===== src/rtl/esn_pkg.sv =====
// Shared definitions for the echo state network readout: width helpers and FSM encoding.
package esn_pkg;

  typedef logic [1:0] state_t;

  localparam state_t ST_IDLE  = 2'd0;
  localparam state_t ST_ACCUM = 2'd1;
  localparam state_t ST_DONE  = 2'd2;

  function automatic int clog2(input int value);
    int r;
    r = 0;
    while ((1 << r) < value) r++;
    return r;
  endfunction

  // Unsigned cell times signed weight, summed over all cells, cannot overflow this width.
  function automatic int calc_acc_width(input int dw, input int ww, input int rs);
    return dw + ww + clog2(rs) + 1;
  endfunction

endpackage


===== src/rtl/esn_readout_mac.sv =====
// Signed multiply-accumulate: unsigned cell state times signed weight into a clearable accumulator.
module readout_mac
  import esn_pkg::*;
#(
  parameter int data_width   = 3,
  parameter int weight_width = 4,
  parameter int acc_width    = 10
) (
  input  logic                           clk,
  input  logic                           rst_n,
  input  logic                           en_i,
  input  logic                           clr_i,
  input  logic                           acc_en_i,
  input  logic [data_width-1:0]          cell_i,
  input  logic signed [weight_width-1:0] weight_i,
  output logic signed [acc_width-1:0]    acc_o
);

  localparam int prod_width = data_width + weight_width + 1;

  logic signed [prod_width-1:0] cell_ext;
  logic signed [prod_width-1:0] weight_ext;
  logic signed [prod_width-1:0] product;
  logic signed [acc_width-1:0]  product_ext;
  logic signed [acc_width-1:0]  acc_q, acc_d;

  // The cell is zero-extended so a top bit of 1 is never read as a sign.
  assign cell_ext    = $signed({{(prod_width - data_width){1'b0}}, cell_i});
  assign weight_ext  = {{(prod_width - weight_width){weight_i[weight_width-1]}}, weight_i};
  assign product     = cell_ext * weight_ext;
  assign product_ext = {{(acc_width - prod_width){product[prod_width-1]}}, product};

  // NOTE: combinational blocks assign a default first so no path leaves acc_d unassigned (no latch).
  always_comb begin
    acc_d = acc_q;
    if (clr_i) begin
      acc_d = '0;
    end else if (acc_en_i) begin
      acc_d = acc_q + product_ext;
    end
  end

  // NOTE: state registers use non-blocking assignments so every flop samples pre-edge values.
  always_ff @(posedge clk or negedge rst_n) begin
    if (!rst_n) begin
      acc_q <= '0;
    end else if (en_i) begin
      acc_q <= acc_d;
    end
  end

  assign acc_o = acc_q;

endmodule


===== src/rtl/esn_readout.sv =====
// Linear readout of the reservoir: snapshots the cell vector and serially sums cell*weight.
module esn_readout
  import esn_pkg::*;
#(
  parameter  int reservoir_size = 3,
  parameter  int data_width     = 3,
  parameter  int weight_width   = 4,
  localparam int idx_width      = clog2(reservoir_size),
  localparam int acc_width      = calc_acc_width(data_width, weight_width, reservoir_size)
) (
  input  logic                                 iClk,
  input  logic                                 iRst_n,
  input  logic                                 iEn,
  input  logic [data_width*reservoir_size-1:0] iState,
  input  logic                                 iStart,
  input  logic                                 iWeWr,
  input  logic [idx_width-1:0]                 iWeAddr,
  input  logic [weight_width-1:0]              iWeData,
  output logic                                 oBusy,
  output logic [acc_width-1:0]                 oResult,
  output logic                                 oValid
);

  localparam logic [idx_width-1:0] last_idx = idx_width'(reservoir_size - 1);

  state_t                         state_q, state_d;
  logic [idx_width-1:0]           idx_q, idx_d;
  logic [data_width-1:0]          shadow_q [reservoir_size];
  logic signed [weight_width-1:0] weight_q [reservoir_size];
  logic signed [acc_width-1:0]    result_q, result_d;
  logic signed [acc_width-1:0]    acc;
  logic                           valid_q, valid_d;
  logic                           snap, mac_clr, mac_acc, we_ok;

  assign we_ok = iWeWr && (state_q == ST_IDLE) && (32'(iWeAddr) < 32'(reservoir_size));

  always_comb begin
    state_d  = state_q;
    idx_d    = idx_q;
    result_d = result_q;
    valid_d  = 1'b0;
    snap     = 1'b0;
    mac_clr  = 1'b0;
    mac_acc  = 1'b0;
    case (state_q)
      ST_IDLE: begin
        if (iStart) begin
          snap    = 1'b1;
          mac_clr = 1'b1;
          idx_d   = '0;
          state_d = ST_ACCUM;
        end
      end
      ST_ACCUM: begin
        mac_acc = 1'b1;
        idx_d   = idx_q + 1'b1;
        if (idx_q == last_idx) begin
          idx_d   = '0;
          state_d = ST_DONE;
        end
      end
      ST_DONE: begin
        result_d = acc;
        valid_d  = 1'b1;
        state_d  = ST_IDLE;
      end
      default: state_d = ST_IDLE;
    endcase
  end

  always_ff @(posedge iClk or negedge iRst_n) begin
    if (!iRst_n) begin
      state_q  <= ST_IDLE;
      idx_q    <= '0;
      result_q <= '0;
      valid_q  <= 1'b0;
    end else if (iEn) begin
      state_q  <= state_d;
      idx_q    <= idx_d;
      result_q <= result_d;
      valid_q  <= valid_d;
    end
  end

  // NOTE: the weight file is reset element by element because a reset must leave every weight at zero.
  always_ff @(posedge iClk or negedge iRst_n) begin
    if (!iRst_n) begin
      for (int k = 0; k < reservoir_size; k++) begin
        shadow_q[k] <= '0;
        weight_q[k] <= '0;
      end
    end else if (iEn) begin
      if (snap) begin
        for (int k = 0; k < reservoir_size; k++) begin
          shadow_q[k] <= iState[k*data_width +: data_width];
        end
      end
      if (we_ok) begin
        weight_q[iWeAddr] <= iWeData;
      end
    end
  end

  readout_mac #(
    .data_width  (data_width),
    .weight_width(weight_width),
    .acc_width   (acc_width)
  ) u_mac (
    .clk     (iClk),
    .rst_n   (iRst_n),
    .en_i    (iEn),
    .clr_i   (mac_clr),
    .acc_en_i(mac_acc),
    .cell_i  (shadow_q[idx_q]),
    .weight_i(weight_q[idx_q]),
    .acc_o   (acc)
  );

  assign oBusy   = (state_q != ST_IDLE);
  assign oResult = result_q;
  assign oValid  = valid_q;

endmodule


===== config.mk =====
export PLATFORM = sky130hd
export DESIGN_NAME = esn_readout
export DESIGN_NICKNAME = d
export VERILOG_FILES = /design/src/rtl/esn_pkg.sv /design/src/rtl/esn_readout_mac.sv /design/src/rtl/esn_readout.sv
export SDC_FILE = /design/constraint.sdc
export NUM_CORES = 1
export LEC_CHECK = 0
export CAP_MARGIN = 20
export CORE_MARGIN = 1
export CORE_UTILIZATION = 45
export CTS_BUF_LIST = sky130_fd_sc_hd__clkbuf_4 sky130_fd_sc_hd__clkbuf_8
export CTS_CLUSTER_SIZE = 25
export DETAILED_ROUTE_END_ITERATION = 12
export GPL_ROUTABILITY_DRIVEN = 1
export PLACE_DENSITY_LB_ADDON = 0.05
export SYNTH_ARGS = -nofsm -noshare
export SYNTH_HDL_FRONTEND = slang
export SYNTH_SLANG_ARGS = --single-unit

===== constraint.sdc =====
create_clock -name iClk -period 4.1 [get_ports iClk]
set_input_delay 1.23 -clock iClk [delete_from_list [all_inputs] [get_ports iClk]]
set_output_delay 1.23 -clock iClk [all_outputs]
set_load 0.02 [all_outputs]

### Yosys cells after proc, flatten, opt, wreduce, memory -nomap -nowiden

Cells that the tools add are included.

| word-level totals | value |
|---|---|
| bits in registers | 46 |
| output and inout bits | 12 |
| bits of input ports | 20 |

| operators by class | value |
|---|---|
| multiply operators | 1 |
| magnitude comparators | 4 |
| add/sub/neg operators | 2 |
| equality and inequality tests | 5 |
| mux-type cells | 21 |
| reductions and logical operators | 13 |
| bitwise operators | 2 |

Operators by type and width:

| kind | count |
|---|---|
| 10-bit 2-to-1 mux | 2 |
| 12-bit bitwise mux | 1 |
| 4-bit 2-to-1 mux | 3 |
| 10-bit by 8-bit adder with 10-bit output | 1 |
| 4-bit binary-select mux with 2-bit select | 1 |
| 4-bit demux with 2-bit select | 1 |
| 4-bit by 4-bit multiplier with 8-bit output | 1 |
| 2-bit 2-to-1 mux | 4 |
| 2-bit one-hot mux with 2 select lines | 2 |
| 2-bit AND reduction | 4 |
| 3-bit binary-select mux with 2-bit select | 1 |
| 3-bit >= comparator (second input constant) | 2 |
| 3-bit 2-to-1 mux | 2 |
| 2-bit inverter with 3-bit output | 2 |
| 3-bit AND reduction | 2 |
| 2-bit nonzero test | 3 |
| 2-bit equality test (second input constant) | 2 |
| 1-bit 2-to-1 mux | 4 |
| 2-bit inequality test (second input constant) | 2 |
| 1-bit logical AND | 3 |
| 3-bit by 1-bit less-than comparator with 1-bit output (second input constant) | 1 |
| 2-bit by 1-bit adder with 2-bit output (second input constant) | 1 |
| 2-bit by 1-bit equality test with 1-bit output (second input constant) | 1 |
| 2-bit logical NOT | 1 |
| 2-bit less-than comparator (second input constant) | 1 |

### Depth between registers and ports, before layout

Gate-level depths: netlist of run 1.

| logic depth | value |
|---|---|
| depth after elaboration | 8 |
| gate-level depth with buffers | 17 |

### By module

Synthesis of run 1 repeated with hierarchy kept, for this count alone.

| second synthesis, totals | value |
|---|---|
| cells, all modules | 245 |
| area total of the unflattened synthesis | 2850.2 um2 |

Modules (own cells, without submodules):

| module | times used | cells an instance | area each (um2) | sequential area each (um2) |
|---|---|---|---|---|
| esn_readout | 1 | 118 | 1629.1 | 900.9 |
| readout_mac | 1 | 127 | 1221.2 | 250.2 |

### Least setup slack after synthesis of run 1

No wires, ideal clock.

| timing path | value |
|---|---|
| path type | reg-to-reg |
| from | register idx_q[1] |
| to | register u_mac.acc_q[8], in the netlist u_mac.acc_o[8] |
| slack | 33 ps |
| cell stages (with the launch flop) | 15 |
| data arrival time | 3939 ps |
| data required time | 3971 ps |
| period minus slack after synthesis | 4067 ps |
| cell sequence | dfrtp_1 nor2b_1 clkbuf_1 a21oi_1 or2_2 fa_1 fa_1 fa_1 inv_1 fa_1 a21o_1 a21o_1 a21oi_1 or4b_1 nand3_1 |

| between the ends | value |
|---|---|
| word-level cells in the longest chain between the ends | 8 |

Ends and longest elaborated chain:

| what | line | text |
|---|---|---|
| start: declaration | esn_readout.sv:27 | `logic [idx_width-1:0] idx_q, idx_d;` |
| start signal: assignment | esn_readout.sv:79 | `idx_q <= idx_d;` |
| 2-bit inverter with 3-bit output (implied by the code) (*) | esn_readout.sv:114, esn_readout.sv:115 |  |
| 3-bit binary-select mux with 2-bit select / 4-bit binary-select mux with 2-bit select (equally long branches) | esn_readout.sv:114, esn_readout.sv:115 |  |
| 3-bit 2-to-1 mux (implied by the code) / 4-bit 2-to-1 mux (equally long branches) (2 in a row) | esn_readout.sv:114, esn_readout.sv:115 |  |
| 4-bit by 4-bit multiplier with 8-bit output (*) | esn_readout_mac.sv:30 | `assign product = cell_ext * weight_ext;` |
| 10-bit by 8-bit adder with 10-bit output (*) | esn_readout_mac.sv:39 | `acc_d = acc_q + product_ext;` |
| 10-bit 2-to-1 mux (*) | esn_readout_mac.sv:38 | `end else if (acc_en_i) begin` |
| 10-bit 2-to-1 mux (*) | esn_readout_mac.sv:36 | `if (clr_i) begin` |
| end signal: assignment | esn_readout_mac.sv:46 | `acc_q <= '0;` |
| end signal: assignment | esn_readout_mac.sv:48 | `acc_q <= acc_d;` |
| end: declaration | esn_readout_mac.sv:25 | `logic signed [acc_width-1:0] acc_q, acc_d;` |

Every way passes the cells marked *; elsewhere a longest branch is shown, timed or not. The select of a mux whose other input is x is not followed.
A chain may end at the register's enable or synchronous reset.

### Worst setup path after layout of run 1

Same ends and word-level chain as after synthesis.

==> impl_results.md, run 1 <==
- Via Count: around 1800
- Largest net degree at the start of global routing: between 40 and 50
- Die width: roughly 79 um
- Layout Skew: around 0.0038 ns
- Drt total wl: a little over 5 mm
- Nets: roughly 330
- Antenna diode count: 0
- Post-route cell area: approximately 0.0033 mm2
- RePlAce Congestion: between 0.7 and 0.8
- Async S/R FF share, synth: between 90% and 100%
- R2R Setup Slk: roughly 0.22 ns
- Commonest cells in the netlist: dfrtp_1, mux2_2, ha_1
- CP max FO: 4
- Initial Utilization: a little under half
- TNS Setup: 0 ns
- Worst slack, placed: 0.01642 ns
- Hold Fails Final Rpt: 0
- GRT overflow: 0
- First-pass GRT wire length: 8.749 mm
- TritonCTS clock tree: done
- RSZ-0062 raised after global routing: no
- Sequential Area: about 0.0012 mm2
- Max-slew violation count: 0
- Unique cell type count in the Yosys netlist: slightly above 40
- # IOs: 32
- Clock sink count: between 40 and 50
- Cell with the most instances after synthesis: dfrtp_1
- Post-CTS Hold Fix Bufs: 0
- Max Clk Rate: approximately 260 MHz
- Period utilization: 94.60%
- H-tree depth: 2
- DP Area: around 0.0031 mm2
- Register area share after synthesis: 42.59%
- Fraction of layout cells with a size suffix above 1: between 20% and 30%
- WP data arrival: slightly above 4 ns
- CTS Root Cell: clkbuf_8
- Filler Cells Inserted: just over 500
- Core Area: 0.005642 mm2
- Longest Clk Path Bufs: 2
- Area of the multi-input gates: about 0.0015 mm2
- CP endpoint kind: register
- Min cycle time layout: roughly 3.9 ns
- WL/cell: around 15 um
- Post-Syn Nets: between 200 and 300
- # rows: 27
- Post-synth EDFFs: 0
- Yosys top cell by area: dfrtp_1
- Clk Latency, worst-skew pair: 0.29 ns
- Vias in the first global route: ~1900
- Top_reg_cell synth: dfrtp_1
- Cell Area, Synth: about 0.0027 mm2
- Syn avg cell area: ~12 um2
- Slew HR: between 50% and 60%
- Total CTS buffers: 5
- Initial antenna violation count: 0
- Antenna Nets Post-Route: 0
- Setup slack after layout: between 0.2 and 0.25 ns
- Max Cap Viol: 0
- GRT Total Usage: 18.18%
- Die ar.: around 0.0063 mm2
- Port bufs: 31
- Synthesis-to-finish area growth: 23.19%
- Synth top area cells: dfrtp_1, mux2_2, ha_1
- Initial drt markers: 14
- Yosys warnings: 0
- Startpoint Class: register
- Outcome: finished, final reports clean
- First-pass DRT Iterations: 4
- Final setup fails: 0
- Hold Path Class: register to register
- Flops & latches, synth: 46
- Chip Height: about 80 um
- Post-synthesis cell count: between 200 and 250
- Detailed placement HPWL: roughly 3.9 mm
- Share of the synthesized area in the top cell type: between 40% and 50%
- Vias per std cell: 5.255
- Worst path required time: ~4.3 ns
- DRC: 0
- Worst-path clk slew: roughly 0.08 ns
- Setup CP Type: register to register
- Worst-margin pin slew: 0.6286 ns
-- cell families (layout without fill, tap and decap cells) --
group                    after synthesis  in the layout  synth area share [%]
AO/OA/AOI/OAI                         36             36                 9.399
XOR/XNOR                               7              7                 2.269
adder cells (fa/ha/maj)               31             31                 16.57
buffers and inverters                 26             72                 4.120
flip-flops                            46             46                 42.59
multiplexers                          38             38                 16.06
AND/OR/NAND/NOR                       47             47                 8.982
-- sequential cells by signal (all words and copies together) (netlist names) --
register	flops
state_q	2
oValid	1
shadow_q	9
u_mac.acc_o	10
weight_q	12
idx_q	2
oResult	10
-- per-stage QoR --
stage	util [%]	hold WS (ns)	std cells
after CTS	57.49	0.5168	347
final	59.02	0.5099	349
after floorplan	-	0.4739	231
after global placement	55.80	0.4876	339
after global routing	59.02	0.5317	349
after detailed placement	55.80	0.4963	339
-- what timing repair did --
action / CTS / global route
hold endpoints to repair: 0 / 0
setup buffers: 0 / 1
endpoints found under the setup margin: 0 / 4
resized for setup: 0 / 12
-- placed cells by master (no fill, tap or decap), types with 2 or more instances in the layout --
cell type and count:
dfrtp_1 46, clkdlybuf4s50_1 30, mux2_2 27, ha_1 21
inv_1 18, nor2_1 17, buf_4 13, nand2_1 11
mux2i_1 7, fa_1 7, xnor2_1 6, clkbuf_8 6
a21oi_2 5, o21ai_0 5, a22o_1 5, a21oi_1 4
mux2_4 4, a21o_1 4, a211oi_1 3, o21ai_1 3
and2_1 2, or2_2 2, nand3_1 2, and3_2 2
ha_4 2
-- worst max-delay path, stage by stage, from the launching register on --
cell and delay [ns]:
dfrtp_1 0.41, buf_4 0.17, mux2i_1 0.12, nor2_1 0.13, a21oi_2 0.06, or2_2 0.29
fa_1 0.53, fa_1 0.43, fa_1 0.50, inv_2 0.06, fa_2 0.36, a21o_1 0.18
a21o_1 0.20, a21oi_2 0.15, or4b_1 0.12, nand3_1 0.05
-- per-layer routing --
metal,vias up,GRT usage (%),routed length [um]
met2,29,30.68,2546
met5,-,0,0
li1,887,-,-
met4,0,5.273,68
met3,6,3.657,139
met1,912,23.44,2346
-- area by class of cell --
cell class / count / area share [%]
repair buffers: 45 / 12.70
well taps: 72 / 2.706
flip-flops and latches: 46 / 34.57
inverters: 19 / 2.142
clock inverters: 1 / 0.1503
clock buffers: 7 / 2.706
multi-input cells: 159 / 45.02
-- final timing paths --
| path | startpoint | end | depth (start not counted) |
|---|---|---|---|
| hold reg to reg | oResult[9] | oResult[9] | 1 |
| hold / removal | oResult[9] | oResult[9] | 1 |
| min in group asynchronous | iRst_n | oResult[9] | 1 |
| setup reg to reg | idx_q[1] | u_mac.acc_o[8] | 15 |
| max in group asynchronous | iRst_n | weight_q[9] | 2 |
| setup / recovery | idx_q[1] | u_mac.acc_o[8] | 15 |
Power of run 1 is left out: the tool's default activity adds up to more than one toggle a clock period on the data nets, which glitch-free logic cannot reach.
==> inputs of run 2 (changes only) <==
--- a/config.mk
+++ b/config.mk
@@ -7,12 +7,13 @@
 export LEC_CHECK = 0
 export CAP_MARGIN = 20
 export CORE_MARGIN = 1
-export CORE_UTILIZATION = 45
+export CORE_UTILIZATION = 37
 export CTS_BUF_LIST = sky130_fd_sc_hd__clkbuf_4 sky130_fd_sc_hd__clkbuf_8
 export CTS_CLUSTER_SIZE = 25
 export DETAILED_ROUTE_END_ITERATION = 12
 export GPL_ROUTABILITY_DRIVEN = 1
 export PLACE_DENSITY_LB_ADDON = 0.05
+export SLEW_MARGIN = 15
 export SYNTH_ARGS = -nofsm -noshare
 export SYNTH_HDL_FRONTEND = slang
 export SYNTH_SLANG_ARGS = --single-unit
==> impl_results.md, run 2 (synthesis results as in run 1) <==
- H-tree depth: 2 (unchanged)
- Largest net degree at the start of global routing: 38 (-19%)
- RePlAce Congestion: 0.7571 (+2.0%)
- Commonest non-fill, non-tap cell in the layout: dfrtp_1
- Chip Height: 87.47 um (+10%)
- Area of the multi-input gates: 0.001535 mm2 (+2.4%)
- Fraction of layout cells with a size suffix above 1: 30.04% (+3.7 points)
- Port bufs: 31 (unchanged)
- Critical Path Stages: 15 (unchanged)
- Period utilization: 96.25% (+1.6 points)
- Die width: 87.47 um (+10%)
- Antenna Nets Post-Route: 0 (unchanged)
- Die ar.: 0.007650 mm2 (+21%)
- Total CTS buffers: 5 (unchanged)
- Worst path required time: 4.35 ns (+0.07 ns)
- Most frequent cells in the layout: dfrtp_1, clkdlybuf4s50_1, mux2_2
- Register bank with the most flops: weight_q
- Hold Path Class: register to register
- First-pass GRT wire length: 9.170 mm (+4.8%)
- WP data arrival: 4.19 ns (+0.13 ns)
- Hold Fails Final Rpt: 0 (unchanged)
- CP endpoint kind: register
- Layout Skew: 0.009523 ns (+0.005753 ns)
- Max Clk Rate: 253.4 MHz (-1.7%)
- Top Usage Layer GRT: met2
- Longest Clk Path Bufs: 2 (unchanged)
- DRC: 0 (unchanged)
- Clk Latency, worst-skew pair: 0.30 ns (about the same)
- Drt total wl: 5.483 mm (+7.5%)
- Worst-path clk slew: 0.09 ns (about the same)
- Critical Path Max Stage Delay: 0.56 ns (+0.03 ns)
- Initial drt markers: 43 (+29)
- Via Count: 1848 (+0.76%)
- M3 GR Usage: 3.128% (-0.53 points)
- CTS Root Cell: clkbuf_8
- Buf/Inv on CP: 2 (unchanged)
- Setup CP Type: register to register
- Min cycle time layout: 3.946 ns (+0.06741 ns)
- Grt met2 use: 25.99% (-4.7 points)
- CP max stage cell: fa_2
- First-pass DRT Iterations: 4 (unchanged)
- Core Area: 0.006907 mm2 (+22%)
- WL/cell: 14.47 um (-1.0%)
- Clock sink count: 46 (unchanged)
- Worst-margin pin slew: 0.8450 ns (+0.2164 ns)
- Vias per std cell: 4.876 (-7.2%)
- # rows: 30 (+11%)
- Startpoint Class: register
- GRT met1 Usage: 21.22% (-2.2 points)
- Largest register FFs: 12 (unchanged)
- CP cell instances: buf_12 > mux2i_1 > nor2_1 > a21oi_2 > or2_4 > fa_1 > fa_2 > fa_1 > inv_2 > fa_2 > a21o_1 > a21o_1 > a21oi_2 > or4b_1 > nand3_1
- Worst Hold Depth: 1 (unchanged)
- Initial antenna violation count: 0 (unchanged)
- Synthesis-to-finish area growth: 27.50%
- Outcome: finished, final reports clean
- # IOs: 32 (unchanged)
- Nets: 333 (+1.8%)
- Max-slew violation count: 0 (unchanged)
- Detailed placement HPWL: 4.060 mm (+5.4%)
- Max Cap Viol: 0 (unchanged)
- Sequential Area: 0.001152 mm2 (+0.11%)
- GRT overflow: 0 (unchanged)
- TritonCTS clock tree: done
- CP max FO: 7 (+3)
- Slew HR: 43.67% (-14 points)
- Final setup fails: 0 (unchanged)
- Initial Utilization: 39.13% (-8.8 points)
- Vias in the first global route: 1861 (-0.27%)
- Crit path max-delay family: adder cells
- Core Util, Final: 49.89% (-9.1 points)
- R2R depth: 15 (unchanged)
- Filler Cells Inserted: 673 (+31%)
- GRT Total Usage: 15.89% (-2.3 points)
- Antenna diode count: 0 (unchanged)
-- run 2: per-layer routing --
metal | up-vias | share of wire [%] | routed length (um)
met5 | - | 0 | 0
met2 | 34 | 49 | 2705
met4 | 0 | 1.3 | 73
met3 | 7 | 2.8 | 155
met1 | 910 | 46 | 2549
li1 | 897 | - | -
-- run 2: path summary, 6_finish.rpt --
kind | to | slack, ns | startpoint
max | u_mac.acc_o[8] | 0.15 | idx_q[1]
min | oResult[5] | 0.51 | oResult[5]
max reg2reg | u_mac.acc_o[8] | 0.15 | idx_q[1]
min reg2reg | oResult[5] | 0.51 | oResult[5]
max in group asynchronous | weight_q[7] | 2.41 | iRst_n
min in group asynchronous | oResult[8] | 1.02 | iRst_n
-- run 2: metrics by stage --
| stage | TNS (ns) | instances | area, um2 | hold WS [ns] | worst slack (ns) |
|---|---|---|---|---|---|
| 6_report | 0 | 379 | 3446 | 0.5064 | 0.1539 |
| 3_3_place_gp | 0 | 363 | 3191 | 0.4873 | 0.03047 |
| 3_5_place_dp | -0.1410 | 363 | 3191 | 0.4915 | -0.08471 |
| 4_1_cts | 0 | 374 | 3317 | 0.5129 | 0.01072 |
| 5_1_grt | -0.01126 | 379 | 3446 | 0.5284 | -0.01126 |
| 2_1_floorplan | 0 | 231 | 2703 | 0.4739 | 0.03266 |
-- run 2: repair_timing --
item	in CTS	in global routing
resized for setup	2	19
setup endpoints to repair	2	4
buffers inserted	3	5
pin swaps	2	14
hold buffers	0	0
-- run 2: final cells by class --
cell class	count	area share, %
repair buffers	51	13.69
clock buffers	7	2.614
well taps	96	3.486
clock inverters	1	0.1452
multi-input cells	159	44.55
flip-flops and latches	46	33.44
inverters	19	2.070
Power of run 2 is left out for the same reason.
